[config.mk]
export PLATFORM = sky130hd
export DESIGN_NAME = deconv_sequencer
export DESIGN_NICKNAME = d
export VERILOG_FILES = /design/src/rtl/deconv_sequencer.sv
export SDC_FILE = /design/constraint.sdc
export NUM_CORES = 1
export LEC_CHECK = 0
export CORE_ASPECT_RATIO = 1.2
export CORE_MARGIN = 2
export CORE_UTILIZATION = 38
export DETAILED_ROUTE_END_ITERATION = 7
export HOLD_SLACK_MARGIN = 0.03
export PLACE_DENSITY_LB_ADDON = 0.05
export SETUP_SLACK_MARGIN = 0.1
export SYNTH_ARGS = -nofsm -noshare
export SYNTH_HDL_FRONTEND = slang
export SYNTH_SLANG_ARGS = --single-unit
[constraint.sdc]
create_clock -name clk -period 1.8 [get_ports clk]
set_input_delay 0.54 -clock clk [delete_from_list [all_inputs] [get_ports clk]]
set_output_delay 0.54 -clock clk [all_outputs]
set_load 0.02 [all_outputs]
[src/rtl/deconv_sequencer.sv]
// Run-level controller for deconv2D: loads kernel then image from one host stream, waits for done, drains the output map.
// Optional WAIT_DONE watchdog with sticky error flag is enabled by defining DECONV_SEQ_TIMEOUT_EN.
module deconv_sequencer #(
   parameter int N              = 2,
   parameter int K              = 3,
   parameter int PIXEL_WIDTH    = 8,
   parameter int TIMEOUT_CYCLES = 1024
) (
   input  logic                           clk,
   input  logic                           rst,
   input  logic                           start,
   input  logic                           s_valid,
   output logic                           s_ready,
   input  logic [PIXEL_WIDTH-1:0]         s_data,
   output logic                           m_valid,
   input  logic                           m_ready,
   output logic [PIXEL_WIDTH-1:0]         m_data,
   output logic                           m_last,
   output logic                           busy,
   output logic                           error,
   output logic                           dc_enable,
   output logic                           dc_load_kernel,
   output logic                           dc_load_input,
   output logic [PIXEL_WIDTH-1:0]         dc_kernel_in,
   output logic [PIXEL_WIDTH-1:0]         dc_image_in,
   input  logic                           dc_kernel_ready,
   input  logic                           dc_input_ready,
   input  logic                           dc_done,
   output logic [$clog2(N*K*N*K)-1:0]     out_idx,
   input  logic [PIXEL_WIDTH-1:0]         feature_in
);

   localparam int KK      = K * K;
   localparam int NN      = N * N;
   localparam int OUT_PIX = N * K * N * K;
   localparam int IDX_W   = $clog2(OUT_PIX);
   localparam int MAXB    = (KK > NN) ? KK : NN;
   localparam int CNT_W   = $clog2(MAXB + 1);

   localparam logic [2:0] S_IDLE      = 3'd0;
   localparam logic [2:0] S_START     = 3'd1;
   localparam logic [2:0] S_LOAD_K    = 3'd2;
   localparam logic [2:0] S_LOAD_I    = 3'd3;
   localparam logic [2:0] S_WAIT_DONE = 3'd4;
   localparam logic [2:0] S_DRAIN     = 3'd5;

   logic [2:0]       r_state;
   logic [CNT_W-1:0] r_cnt;
   logic [IDX_W-1:0] r_out_idx;
   logic             w_load_k;
   logic             w_load_i;
   logic             w_out_last;
   logic             w_timeout;

   assign w_load_k   = (r_state == S_LOAD_K) && s_valid && dc_kernel_ready;
   assign w_load_i   = (r_state == S_LOAD_I) && s_valid && dc_input_ready;
   assign w_out_last = (r_out_idx == IDX_W'(OUT_PIX - 1));

   always_comb begin
      s_ready = 1'b0;
      if (r_state == S_LOAD_K)
         s_ready = dc_kernel_ready;
      else if (r_state == S_LOAD_I)
         s_ready = dc_input_ready;
   end

   assign dc_enable      = (r_state == S_START);
   assign dc_load_kernel = w_load_k;
   assign dc_load_input  = w_load_i;
   // Data buses follow the host beat unconditionally; the load strobes qualify them.
   assign dc_kernel_in   = s_data;
   assign dc_image_in    = s_data;

   assign m_valid = (r_state == S_DRAIN);
   assign m_data  = m_valid ? feature_in : '0;
   assign m_last  = m_valid && w_out_last;
   assign busy    = (r_state != S_IDLE);
   assign out_idx = r_out_idx;

`ifdef DECONV_SEQ_TIMEOUT_EN
   localparam int WD_W = $clog2(TIMEOUT_CYCLES + 1);

   logic [WD_W-1:0] r_wd_cnt;
   logic            r_error;

   assign w_timeout = (r_state == S_WAIT_DONE) && !dc_done
                      && (r_wd_cnt == WD_W'(TIMEOUT_CYCLES - 1));
   assign error     = r_error;

   always_ff @(posedge clk or posedge rst) begin
      if (rst) begin
         r_wd_cnt <= '0;
         r_error  <= 1'b0;
      end else begin
         if (r_state == S_WAIT_DONE)
            r_wd_cnt <= r_wd_cnt + WD_W'(1);
         else
            r_wd_cnt <= '0;

         if (r_state == S_IDLE && start)
            r_error <= 1'b0;
         else if (w_timeout)
            r_error <= 1'b1;
      end
   end
`else
   assign w_timeout = 1'b0;
   assign error     = 1'b0;
`endif

   always_ff @(posedge clk or posedge rst) begin
      if (rst) begin
         r_state   <= S_IDLE;
         r_cnt     <= '0;
         r_out_idx <= '0;
      end else begin
         case (r_state)
            S_IDLE: begin
               if (start)
                  r_state <= S_START;
            end
            S_START: begin
               r_state <= S_LOAD_K;
               r_cnt   <= '0;
            end
            S_LOAD_K: begin
               if (w_load_k) begin
                  if (r_cnt == CNT_W'(KK - 1)) begin
                     r_cnt   <= '0;
                     r_state <= S_LOAD_I;
                  end else begin
                     r_cnt <= r_cnt + CNT_W'(1);
                  end
               end
            end
            S_LOAD_I: begin
               if (w_load_i) begin
                  if (r_cnt == CNT_W'(NN - 1)) begin
                     r_cnt   <= '0;
                     r_state <= S_WAIT_DONE;
                  end else begin
                     r_cnt <= r_cnt + CNT_W'(1);
                  end
               end
            end
            S_WAIT_DONE: begin
               if (dc_done) begin
                  r_state   <= S_DRAIN;
                  r_out_idx <= '0;
               end else if (w_timeout) begin
                  r_state <= S_IDLE;
               end
            end
            S_DRAIN: begin
               if (m_ready) begin
                  if (w_out_last)
                     r_state <= S_IDLE;
                  else
                     r_out_idx <= r_out_idx + IDX_W'(1);
               end
            end
            default: r_state <= S_IDLE;
         endcase
      end
   end

endmodule

# == After elaboration in Yosys (flattened, before gate mapping) ==
# Index checks and enable logic that the tools add are counted.
# word_totals
input_bits,24
register_bits,13
out_inout_bits,38
word_cells,55
# op_classes
n_eq_ne,17
add_sub_neg,2
n_reduce_logical,12
muxes,21
# ops
operator,n
3-bit two-way mux,8
6-bit two-way mux,3
3-bit case mux with 6 select lines,1
4-bit two-way mux,4
4-bit case mux with 3 select lines,1
6-bit case mux with 2 select lines,1
2-bit inequality test (second input constant),5
8-bit two-way mux,1
2-bit by 1-bit inequality test with 1-bit output (second input constant),4
8-bit AND reduction,1
6-bit by 1-bit adder with 6-bit output (second input constant),1
3-bit by 2-bit equality test with 1-bit output (second input constant),2
3-bit equality test (second input constant),2
6-bit equality test (second input constant),1
3-bit nonzero test,2
1-bit logical AND,5
4-bit by 1-bit adder with 4-bit output (second input constant),1
4-bit by 2-bit equality test with 1-bit output (second input constant),1
4-bit equality test (second input constant),1
4-bit AND reduction,1
3-bit by 1-bit equality test with 1-bit output (second input constant),1
3-bit zero test,1
3-bit AND reduction,1
1-bit two-way mux,2
2-bit nonzero test,1

# == Logic depth before layout (Yosys ltp) ==
# Gate-level depths: netlist of run 1.
# logic_depth
depth_word,5
mapped_depth,7
ltp_nobuf,7

# == Least setup slack after synthesis of run 1 ==
# OpenSTA, ideal clock, no wires.
# synth_timing
kind,reg2out
from,reg r_state[1]
to,out m_data[0]
t_required_ns,1.260
path_stages_with_launch,5
path_buffers,2
setup_slack_ns,-0.138
t_arrival_ns,1.398
path_cell_list,dfrtp_1 -> buf_4 -> and3b_1 -> clkbuf_1 -> and2_1
# synth_between
elab_chain_len,2
# synth_rtl
item,line,text
start: declaration,47,logic [2:0] r_state;
start signal: assignment,113,r_state <= S_IDLE;
start signal: assignment,120,r_state <= S_START;
start signal: assignment,123,r_state <= S_LOAD_K;
3-bit equality test,74,assign m_valid = (r_state == S_DRAIN);
net m_valid,15,"output logic m_valid,"
8-bit two-way mux,75,assign m_data = m_valid ? feature_in : '0;
end: declaration,17,"output logic [PIXEL_WIDTH-1:0] m_data,"
# The timed path passes the listed nets, and every way through them passes these cells.

# == Final worst setup path of run 1 ==
# layout_timing
from,reg r_state[2]
to,out m_last
# layout_between
elab_chain_len,2
# layout_rtl
item,line,text
3-bit equality test,74,
1-bit logical AND,76,assign m_last = m_valid && w_out_last;
end: declaration,18,"output logic m_last,"
# No other way between the ends.

==> results.txt, run 1 <==
status -> finished, violations left
failing checks -> setup timing
ANT cells -> 0
syn nets -> 153
antenna violations before repair -> 0
register-to-register setup slack -> 0.08 ns
Worst setup SP type -> flop
post-route cell area -> 1790 µm²
CP required -> 1.26 ns
PD cells -> 1120 nW/µm²
CP cell instances -> and3b_1, buf_6, and3b_2, buf_6
ys async rst share -> 1.00
Vias -> 1100
CTS tree -> built
WS Path Type -> flop to primary output
Worst Hold Class -> flop to flop
first-pass GRT wire length -> 5.26 mm
Max-Cap Viols -> 0
Port Buffer Count -> 36
hold_buf cts -> 0
Max stage delay on crit path -> 0.42 ns
Hold Startpoint -> r_cnt[2]$_DFFE_PP0P_
GRT Util Overall -> 0.207
Synth Instances -> 126
Via density -> 5.14
area of the die -> 3360 µm²
Comb pwr share -> 0.695
share of layout cells above drive strength 1 -> 0.500
Final Cycle Share -> 1.05
synthesized flop and latch total -> 13
# fillers -> 245
total power -> 0.00201 W
Final Hold Fails -> 0
Reg clk slew, reported paths -> 0.07 ns
Starting Density -> 0.397
Worst Setup Slack, final -> -0.0849 ns
Place WS -> -0.736 ns
Area Overhead vs Synth -> 62.2%
worst r2r dst -> r_state[0]$_DFFE_PP0P_
Post-DP HPWL -> 2.15 mm
mapped cell area -> 1100 µm²
fmax -> 531 MHz
FF+latch area -> 325 µm²
number of cells on the worst reg-to-reg path -> 8
I/O pins -> 62
First-pass DRT Iterations -> 4
Seq pwr share -> 0.220
P_sw -> 0.000782 W
WP buf/inv -> 2
# setup viols final -> 12
Top delay family on crit path -> flip-flops
post-place instance area -> 1540 µm²
die width -> 53.2 µm
routed wire length -> 3.13 mm
Hold Crit Depth -> 1
clock skew -> 0.000907 ns
die height -> 63.1 µm
vias in the first global route -> 1223
DRC -> 0
Most used DFF post-synth -> dfrtp_1
WP data arrival -> 1.34 ns
hold endpoint -> r_cnt[2]$_DFFE_PP0P_
WHS -> 0.564 ns
slowest CP cell -> dfrtp_1
CTS buffer count -> 3
commonest non-fill, non-tap cells in the layout -> buf_4, dfrtp_1, clkdlybuf4s50_1, buf_6, and2_2
Crit path top cell by count -> buf_6
Avg Cell Area, Syn -> 8.77 µm²
Final Slew Violations -> 0
post-synthesis sequential area ratio -> 0.294
RD Place Congestion -> 0.778
Clock Sinks -> 13
Leak -> 0.849 nW
Final Critical Period -> 1.88 ns
row cnt -> 21
most common cell after layout, fill and taps aside -> buf_4
setup TNS -> -0.788 ns
Clk network pwr share -> 0.085
root buf cell -> clkbuf_4
clk buf depth -> 2
maximum VDD drop -> 0.901 mV
CP Max Fanout -> 11
RSZ-0062 raised after global routing -> true
Multi-input gate area -> 728 µm²
count of different cell masters after synthesis -> 45
Critical Path Sink Type -> primary output
Post-synth EDFFs -> 0
total gr overflow -> 0
YS warnings -> 0
ANT nets after route -> 0
fin nets -> 208
htree depth -> 1
First DRT Iteration DRCs -> 32
WL/cell -> 14.6 µm
largest net degree at the start of global routing -> 14
Core ar. -> 2790 µm²
r2r startpoint -> r_state[0]$_DFFE_PP0P_
switch share -> 0.389
Cell Int Power -> 0.00123 W
clk_lat worst skew -> 0.26 ns
[metal layers]
layer	track usage	wire [µm]	vias to the layer above
met3	0.0616	203	2
met4	0.0577	18	0
met5	0	0	-
met1	0.223	1200	533
met2	0.373	1720	41
li1	-	-	524
[worst max path at each step]
stage | start | cells past startpoint | end | slack (ns)
finish | r_state[2]$_DFFE_PP0P_ | 4 | m_last | -0.08
global route | r_state[2]$_DFFE_PP0P_ | 4 | m_last | -0.15
floorplan | r_state[1]$_DFFE_PP0P_ | 4 | m_data[0] | 0.09
CTS | r_state[2]$_DFFE_PP0P_ | 4 | m_last | -0.09
detailed placement | dc_kernel_ready | 4 | dc_load_kernel | -0.74
global placement | dc_kernel_ready | 4 | dc_load_kernel | -0.66
[cell usage after synthesis (3+ instances only)]
library cell | number | area share
nor2_1 | 4 | 0.014
nand3_1 | 6 | 0.027
nand2b_1 | 3 | 0.017
o21ai_0 | 9 | 0.041
inv_1 | 5 | 0.017
dfrtp_1 | 13 | 0.29
ha_1 | 3 | 0.034
and2_1 | 9 | 0.051
buf_4 | 18 | 0.12
nand2_1 | 9 | 0.031
[cell families after synthesis]
| family | after synthesis | synth area share |
|---|---|---|
| simple gates | 51 | 0.283 |
| buf+inv | 27 | 0.164 |
| compound gates | 26 | 0.179 |
| flops | 13 | 0.294 |
| fa+ha+maj | 3 | 0.0340 |
| xor+xnor | 3 | 0.0238 |
| mux | 2 | 0.0181 |
| other cells | 1 | 0.00339 |
[metrics by stage]
stage          utilization  instances
2_1_floorplan            -        126
3_3_place_gp         0.553        198
3_5_place_dp         0.553        198
4_1_cts              0.610        213
5_1_grt              0.643        214
6_report             0.643        214
[sequential cells by signal (all words and copies together) (netlist names)]
register	flops
out_idx	6
r_cnt	4
r_state	3
[cell type report]
class	count	share of cell area
timing repair buffer	72	0.363
clock buffer	4	0.0147
sequential	13	0.182
multi-input combinational	86	0.406
inverter	5	0.0105
tap	34	0.0237
[worst reg2reg max path: cells and delay by family, from the launching register on]
family                 cells  cell delay [ns]
AOI/OAI and AO/OA          2             0.25
DFF                        1             0.41
and+or+nand+nor            3             0.55
buffers and inverters      3             0.46
[repair_timing]
item,CTS,global route
hold endpoints to repair,0,0
pin swaps,13,6
resized for setup,104,24
setup buffers,10,2
cloned,1,0
endpoints found under the setup margin,27,31
[power by group through the flow]
stage	registers [W]	logic, W	clock network (W)
floorplan	0.000433	0.000633	0
global placement	0.000432	0.000946	0
detailed placement	0.000436	0.000950	0
CTS	0.000437	0.00127	0.000180
global route	0.000457	0.00152	0.000192
finish	0.000443	0.00140	0.000171
Power figures use the tool's default switching activity.
==> run 2: changes to the inputs <==
--- a/config.mk
+++ b/config.mk
@@ -7,7 +7,7 @@
 export LEC_CHECK = 0
 export CORE_ASPECT_RATIO = 1.2
 export CORE_MARGIN = 2
-export CORE_UTILIZATION = 38
+export CORE_UTILIZATION = 41
 export DETAILED_ROUTE_END_ITERATION = 7
 export HOLD_SLACK_MARGIN = 0.03
 export PLACE_DENSITY_LB_ADDON = 0.05
==> constraint.sdc (replaced) <==
create_clock -name clk -period 2.3 [get_ports clk]
set_input_delay 0.69 -clock clk [delete_from_list [all_inputs] [get_ports clk]]
set_output_delay 0.69 -clock clk [all_outputs]
set_load 0.02 [all_outputs]
==> run 2 against run 1 <==
The flow now finishes without violations. Clock power is 16% lower. Utilization is 7.0 points lower. Worst setup slack gained 0.25 ns. Largest cell class unchanged.
==> results.txt, run 2 (synthesized netlist as in run 1, its figures left out) <==
Via density -> 5.12 (-0.44%)
Starting Density -> 0.433 (+0.0362)
CP required -> 1.61 ns (+0.35 ns)
Comb pwr share -> 0.586 (-0.109)
Reg clk slew, reported paths -> 0.08 ns (about the same)
switch share -> 0.407 (+0.0182)
Max stage delay on crit path -> 0.41 ns (about the same)
first-pass GRT wire length -> 4.33 mm (-18%)
Port Buffer Count -> 36 (unchanged)
Core ar. -> 2550 µm² (-8.4%)
First DRT Iteration DRCs -> 19 (-41%)
Critical Path Sink Type -> primary output
Multi-input gate area -> 613 µm² (-16%)
Post-DP HPWL -> 2.05 mm (-4.8%)
vias in the first global route -> 1012 (-17%)
Clock Sinks -> 13 (unchanged)
Final Slew Violations -> 0 (unchanged)
Crit path top cell by count -> and3b_2
antenna violations before repair -> 0 (unchanged)
I/O pins -> 62 (unchanged)
FF+latch area -> 325 µm² (unchanged)
WP data arrival -> 1.44 ns (+0.10 ns)
area of the die -> 3130 µm² (-6.8%)
total gr overflow -> 0 (unchanged)
relative slew slack -> 0.646
row cnt -> 20 (-4.8%)
clock skew -> 0.00694 ns (+0.00603 ns)
ANT cells -> 0 (unchanged)
number of cells on the worst reg-to-reg path -> 5 (-3)
fin nets -> 191 (-8.2%)
RSZ-0062 raised after global routing -> false
DRC -> 0 (unchanged)
First-pass DRT Iterations -> 6 (+2)
post-place instance area -> 1460 µm² (-5.0%)
Post-Route Utilization -> 0.574 (-0.0698)
clk buf depth -> 2 (unchanged)
Cell Int Power -> 0.000686 W (-44%)
Vias -> 1003 (-8.8%)
Hold Crit Depth -> 2 (+1)
fmax -> 469 MHz
commonest non-fill, non-tap cells in the layout -> buf_4, clkdlybuf4s50_1, dfrtp_1, buf_2
slowest CP cell -> dfrtp_1
PD cells -> 790 nW/µm² (-30%)
Final Hold Fails -> 0 (unchanged)
Max-Cap Viols -> 0 (unchanged)
ANT nets after route -> 0 (unchanged)
P_sw -> 0.000471 W (-40%)
Final Critical Period -> 2.13 ns
Area Overhead vs Synth -> 32.5%
root buf cell -> clkbuf_4
GRT Util Overall -> 0.183 (-0.0234)
Worst Hold Class -> flop to flop
htree depth -> 1 (unchanged)
CTS buffer count -> 3 (unchanged)
most common cell after layout, fill and taps aside -> buf_4
die width -> 51.4 µm (-3.4%)
Worst setup SP type -> flop
share of layout cells above drive strength 1 -> 0.301 (-0.199)
# fillers -> 244 (-0.41%)
routed wire length -> 2.65 mm (-15%)
CP Max Fanout -> 6 (-5)
clk_lat worst skew -> 0.28 ns (+0.02 ns)
max reg flops -> 6 (unchanged)
status -> completed
Leak -> 0.719 nW (-15%)
WL/cell -> 13.5 µm (-7.5%)
Worst-Margin Slew -> 0.530 ns
RD Place Congestion -> 0.816 (+5.0%)
CTS tree -> built
Clk network pwr share -> 0.124 (+0.039)
hold_buf cts -> 0 (unchanged)
post-route cell area -> 1460 µm² (-18%)
setup TNS -> 0 ns (+0.788 ns)
largest net degree at the start of global routing -> 14 (unchanged)
WS Path Type -> flop to primary output
CP cell instances -> and3b_2, buf_4, and3b_2, buf_2
# setup viols final -> 0 (-12)
maximum VDD drop -> 0.398 mV (-56%)
die height -> 60.9 µm (-3.5%)
Seq pwr share -> 0.291 (+0.071)
Final Cycle Share -> 0.927
run 2: cell count changes in the layout (fill, tap and decap cells not counted), sizes merged:
cell and delta:
buf -19, bufbuf -1, clkdlybuf4s15 -5, clkdlybuf4s50 +6
dlygate4sd2 +2
run 2: worst max-delay path, delay by kind of cell (launching register included):
| kind | cells | cell delay [ns] |
|---|---|---|
| flops | 1 | 0.41 |
| simple gates | 2 | 0.44 |
| buf+inv | 2 | 0.32 |
run 2: metrics by stage:
| step | std cells | total power (W) | setup slack, ns | hold WS, ns |
|---|---|---|---|---|
| 4_1_cts | 196 | 0.00117 | 0.106 | 0.563 |
| 5_1_grt | 196 | 0.00125 | 0.122 | 0.607 |
| 2_1_floorplan | 126 | 0.000828 | 0.212 | 0.497 |
| 3_3_place_gp | 189 | 0.00101 | -0.453 | 0.532 |
| 6_report | 196 | 0.00116 | 0.167 | 0.552 |
| 3_5_place_dp | 189 | 0.00102 | -0.478 | 0.541 |
run 2: area by class of cell:
| class | instances | share of cell area |
|---|---|---|
| inverters | 5 | 0.0128 |
| clock buffers | 4 | 0.0179 |
| repair buffers | 55 | 0.300 |
| flip-flops and latches | 13 | 0.222 |
| multi-input cells | 86 | 0.419 |
| well taps | 33 | 0.0282 |
run 2: what timing repair did:
| action | 4_1_cts | 5_1_grt |
|---|---|---|
| gates resized for setup | 57 | 7 |
| pin swaps | 3 | 0 |
| endpoints found under the setup margin | 15 | 7 |
| buffers inserted | 3 | 0 |
run 2: layer usage:
layer	global-route usage	wire, µm	part of all wire
met1	0.202	1080	0.41
met2	0.339	1350	0.51
met3	0.0493	184	0.069
met4	0.0639	31	0.012
met5	0	0	0
run 2: final timing paths:
check                                       startpoint                     end  slack [ns]
worst max-delay path            r_state[2]$_DFFE_PP0P_                  m_last        0.17
worst min-delay path            out_idx[1]$_DFFE_PP0P_  out_idx[1]$_DFFE_PP0P_        0.55
worst max register to register  out_idx[2]$_DFFE_PP0P_  r_state[2]$_DFFE_PP0P_        0.60
worst min register to register  out_idx[1]$_DFFE_PP0P_  out_idx[1]$_DFFE_PP0P_        0.55
max in group asynchronous                          rst  out_idx[5]$_DFFE_PP0P_        1.20
min in group asynchronous                          rst    r_cnt[3]$_DFFE_PP0P_        0.74
run 2: power by group through the flow:
stage               Clock [W]  Combinational, W  Sequential (W)
floorplan                   0          0.000490        0.000339
global placement            0          0.000671        0.000343
detailed placement          0          0.000677        0.000344
CTS                  0.000150          0.000687        0.000336
global route         0.000159          0.000750        0.000344
finish               0.000143          0.000677        0.000336
==> run 3: changes to the inputs <==
==> constraint.sdc (replaced) <==
create_clock -name clk -period 2.3 [get_ports clk]
set_input_delay 0.69 -clock clk [delete_from_list [all_inputs] [get_ports clk]]
set_output_delay 0.69 -clock clk [all_outputs]
set_load 0.005 [all_outputs]
==> run 3 against run 2 <==
Critical path depth did not move. Wire length is 2.0% lower. Sequential cell count unchanged. Largest cell class unchanged. Sequential power is 2% higher. Combinational power grew 3.0%. Via count increased by 0.80%. Clock skew about the same. Largest power group unchanged.
==> results.txt, run 3 (synthesized netlist as in run 1, its figures left out) <==
# setup viols final -> 0 (unchanged)
routed wire length -> 2.60 mm (-2.0%)
root buf cell -> clkbuf_4
Post-Route Utilization -> 0.619 (+0.0451)
GRT Util Overall -> 0.182 (-0.00145)
Port Buffer Count -> 36 (unchanged)
Post-DP HPWL -> 2.03 mm (-0.93%)
Max stage delay on crit path -> 0.25 ns (-0.16 ns)
Final Slew Violations -> 0 (unchanged)
WP data arrival -> 1.48 ns (+0.04 ns)
ANT nets after route -> 0 (unchanged)
Area Overhead vs Synth -> 42.9%
Final Cycle Share -> 0.942 (+0.0144)
Critical Path Sink Type -> primary output
clk buf depth -> 2 (unchanged)
met3 GRT Util -> 0.0468 (-0.00246)
P_sw -> 0.000445 W (-5.3%)
Cell Int Power -> 0.000736 W (+7.3%)
clk_lat worst skew -> 0.28 ns (about the same)
FF+latch area -> 325 µm² (unchanged)
RD Place Congestion -> 0.820 (+0.48%)
fmax -> 462 MHz (-1.5%)
Vias -> 1011 (+0.80%)
WL/cell -> 12.9 µm (-4.9%)
clock skew -> 0.00720 ns (+0.000256 ns)
Hold Startpoint -> r_cnt[2]$_DFFE_PP0P_
Clk network pwr share -> 0.120 (-0.004)
Worst setup SP type -> primary input
met1 Usage GRT -> 0.217 (+0.0155)
slowest CP cell -> dlygate4sd2_1
Reg clk slew, reported paths -> 0.08 ns (about the same)
Via density -> 5.00 (-2.2%)
Leak -> 0.730 nW (+1.6%)
CTS tree -> built
first-pass GRT wire length -> 4.35 mm (+0.49%)
Starting Density -> 0.433 (unchanged)
hold_buf cts -> 0 (unchanged)
First-pass DRT Iterations -> 2 (-4)
DRC -> 0 (unchanged)
Crit path top cell by count -> dlygate4sd2_1
switch share -> 0.377 (-0.0298)
Final Hold Fails -> 0 (unchanged)
RSZ-0062 raised after global routing -> true
Worst-Margin Slew -> 0.510 ns (-0.0200 ns)
Core ar. -> 2550 µm² (unchanged)
Final Critical Period -> 2.17 ns (+0.0332 ns)
ANT cells -> 0 (unchanged)
Seq pwr share -> 0.290 (about the same)
CP cell instances -> dlygate4sd2_1, nor2b_4, and3_1, dlygate4sd2_1
vias in the first global route -> 1021 (+0.89%)
largest net degree at the start of global routing -> 14 (unchanged)
Worst Hold Class -> flop to flop
Multi-input gate area -> 618 µm² (+0.82%)
WHS -> 0.571 ns (+0.0191 ns)
number of cells on the worst reg-to-reg path -> 8 (+3)
share of layout cells above drive strength 1 -> 0.266 (-0.0343)
met2 usage -> 0.322 (-0.0165)
CP Max Fanout -> 2 (-4)
PD cells -> 748 nW/µm² (-5.3%)
r2r startpoint -> r_state[0]$_DFFE_PP0P_
# fillers -> 236 (-3.3%)
WS Path Type -> primary input to primary output
die height -> 60.9 µm (unchanged)
total gr overflow -> 0 (unchanged)
area of the die -> 3130 µm² (unchanged)
htree depth -> 1 (unchanged)
die width -> 51.4 µm (unchanged)
row cnt -> 20 (unchanged)
GRT busiest layer -> met2
maximum VDD drop -> 0.335 mV (-16%)
Hold Crit Depth -> 1 (-1)
relative slew slack -> 0.660 (+0.0134)
CTS buffer count -> 3 (unchanged)
antenna violations before repair -> 0 (unchanged)
Comb pwr share -> 0.590 (+0.004)
most common cell after layout, fill and taps aside -> buf_4
Max-Cap Viols -> 0 (unchanged)
status -> completed
Clock Sinks -> 13 (unchanged)
I/O pins -> 62 (unchanged)
Critical Path Start -> dc_kernel_ready
commonest non-fill, non-tap cells in the layout -> buf_4, clkdlybuf4s50_1, dfrtp_1, clkdlybuf4s15_1
fin nets -> 197 (+3.1%)
First DRT Iteration DRCs -> 9 (-10)
CP required -> 1.61 ns (about the same)
max reg flops -> 6 (unchanged)
## run 3: cell types whose count changed in the layout (fill, tap and decap cells not counted), moves of 2 or more
cell / previous run / this run
buf_6: 0 / 4
dlygate4sd2_1: 5 / 7
clkdlybuf4s15_1: 0 / 10
buf_2: 10 / 1
## run 3: repair_timing
| action | 4_1_cts | 5_1_grt |
|---|---|---|
| gates cloned | 0 | 0 |
| gates resized for setup | 27 | 14 |
| pin swaps | 0 | 1 |
| setup endpoints to repair | 15 | 11 |
| buffers inserted | 7 | 3 |
## run 3: final timing paths
check,end,slack (ns)
worst min-delay path,r_cnt[2]$_DFFE_PP0P_,0.57
worst max-delay path,dc_load_kernel,0.13
worst min register to register,r_cnt[2]$_DFFE_PP0P_,0.57
min in group asynchronous,out_idx[4]$_DFFE_PP0P_,0.73
worst max register to register,r_state[2]$_DFFE_PP0P_,0.48
max in group asynchronous,r_state[2]$_DFFE_PP0P_,1.22
## run 3: per-stage QoR
stage	area, µm²	power [W]	setup slack [ns]	setup TNS [ns]	instances
2_1_floorplan	1100	0.000769	0.456	0	126
3_3_place_gp	1460	0.000960	-0.351	-1.99	188
6_report	1580	0.00118	0.134	0	202
4_1_cts	1530	0.00116	0.102	0	199
3_5_place_dp	1460	0.000970	-0.368	-2.12	188
5_1_grt	1580	0.00129	0.0854	0	202
## run 3: layer usage
| layer | share of wire | up-vias |
|---|---|---|
| met4 | 0.0096 | 0 |
| met2 | 0.49 | 42 |
| met3 | 0.075 | 6 |
| li1 | - | 509 |
| met1 | 0.42 | 454 |
| met5 | 0 | - |
## run 3: cell type report
class,count,area share
clock buffer,4,0.0166
inverter,5,0.0119
multi-input combinational,86,0.391
sequential,13,0.206
tap,33,0.0261
timing repair buffer,61,0.348
## run 3: power groups by stage
stage	combinational [W]	sequential [W]	clock (W)
finish	0.000697	0.000342	0.000142
detailed placement	0.000617	0.000353	0
global placement	0.000608	0.000352	0
global route	0.000779	0.000354	0.000154
CTS	0.000676	0.000338	0.000146
floorplan	0.000437	0.000332	0
## run 3: worst max-delay path: cells and delay by family
kind / cells / cell delay, ns
buffers and inverters: 2 / 0.50
AND/OR/NAND/NOR: 2 / 0.29
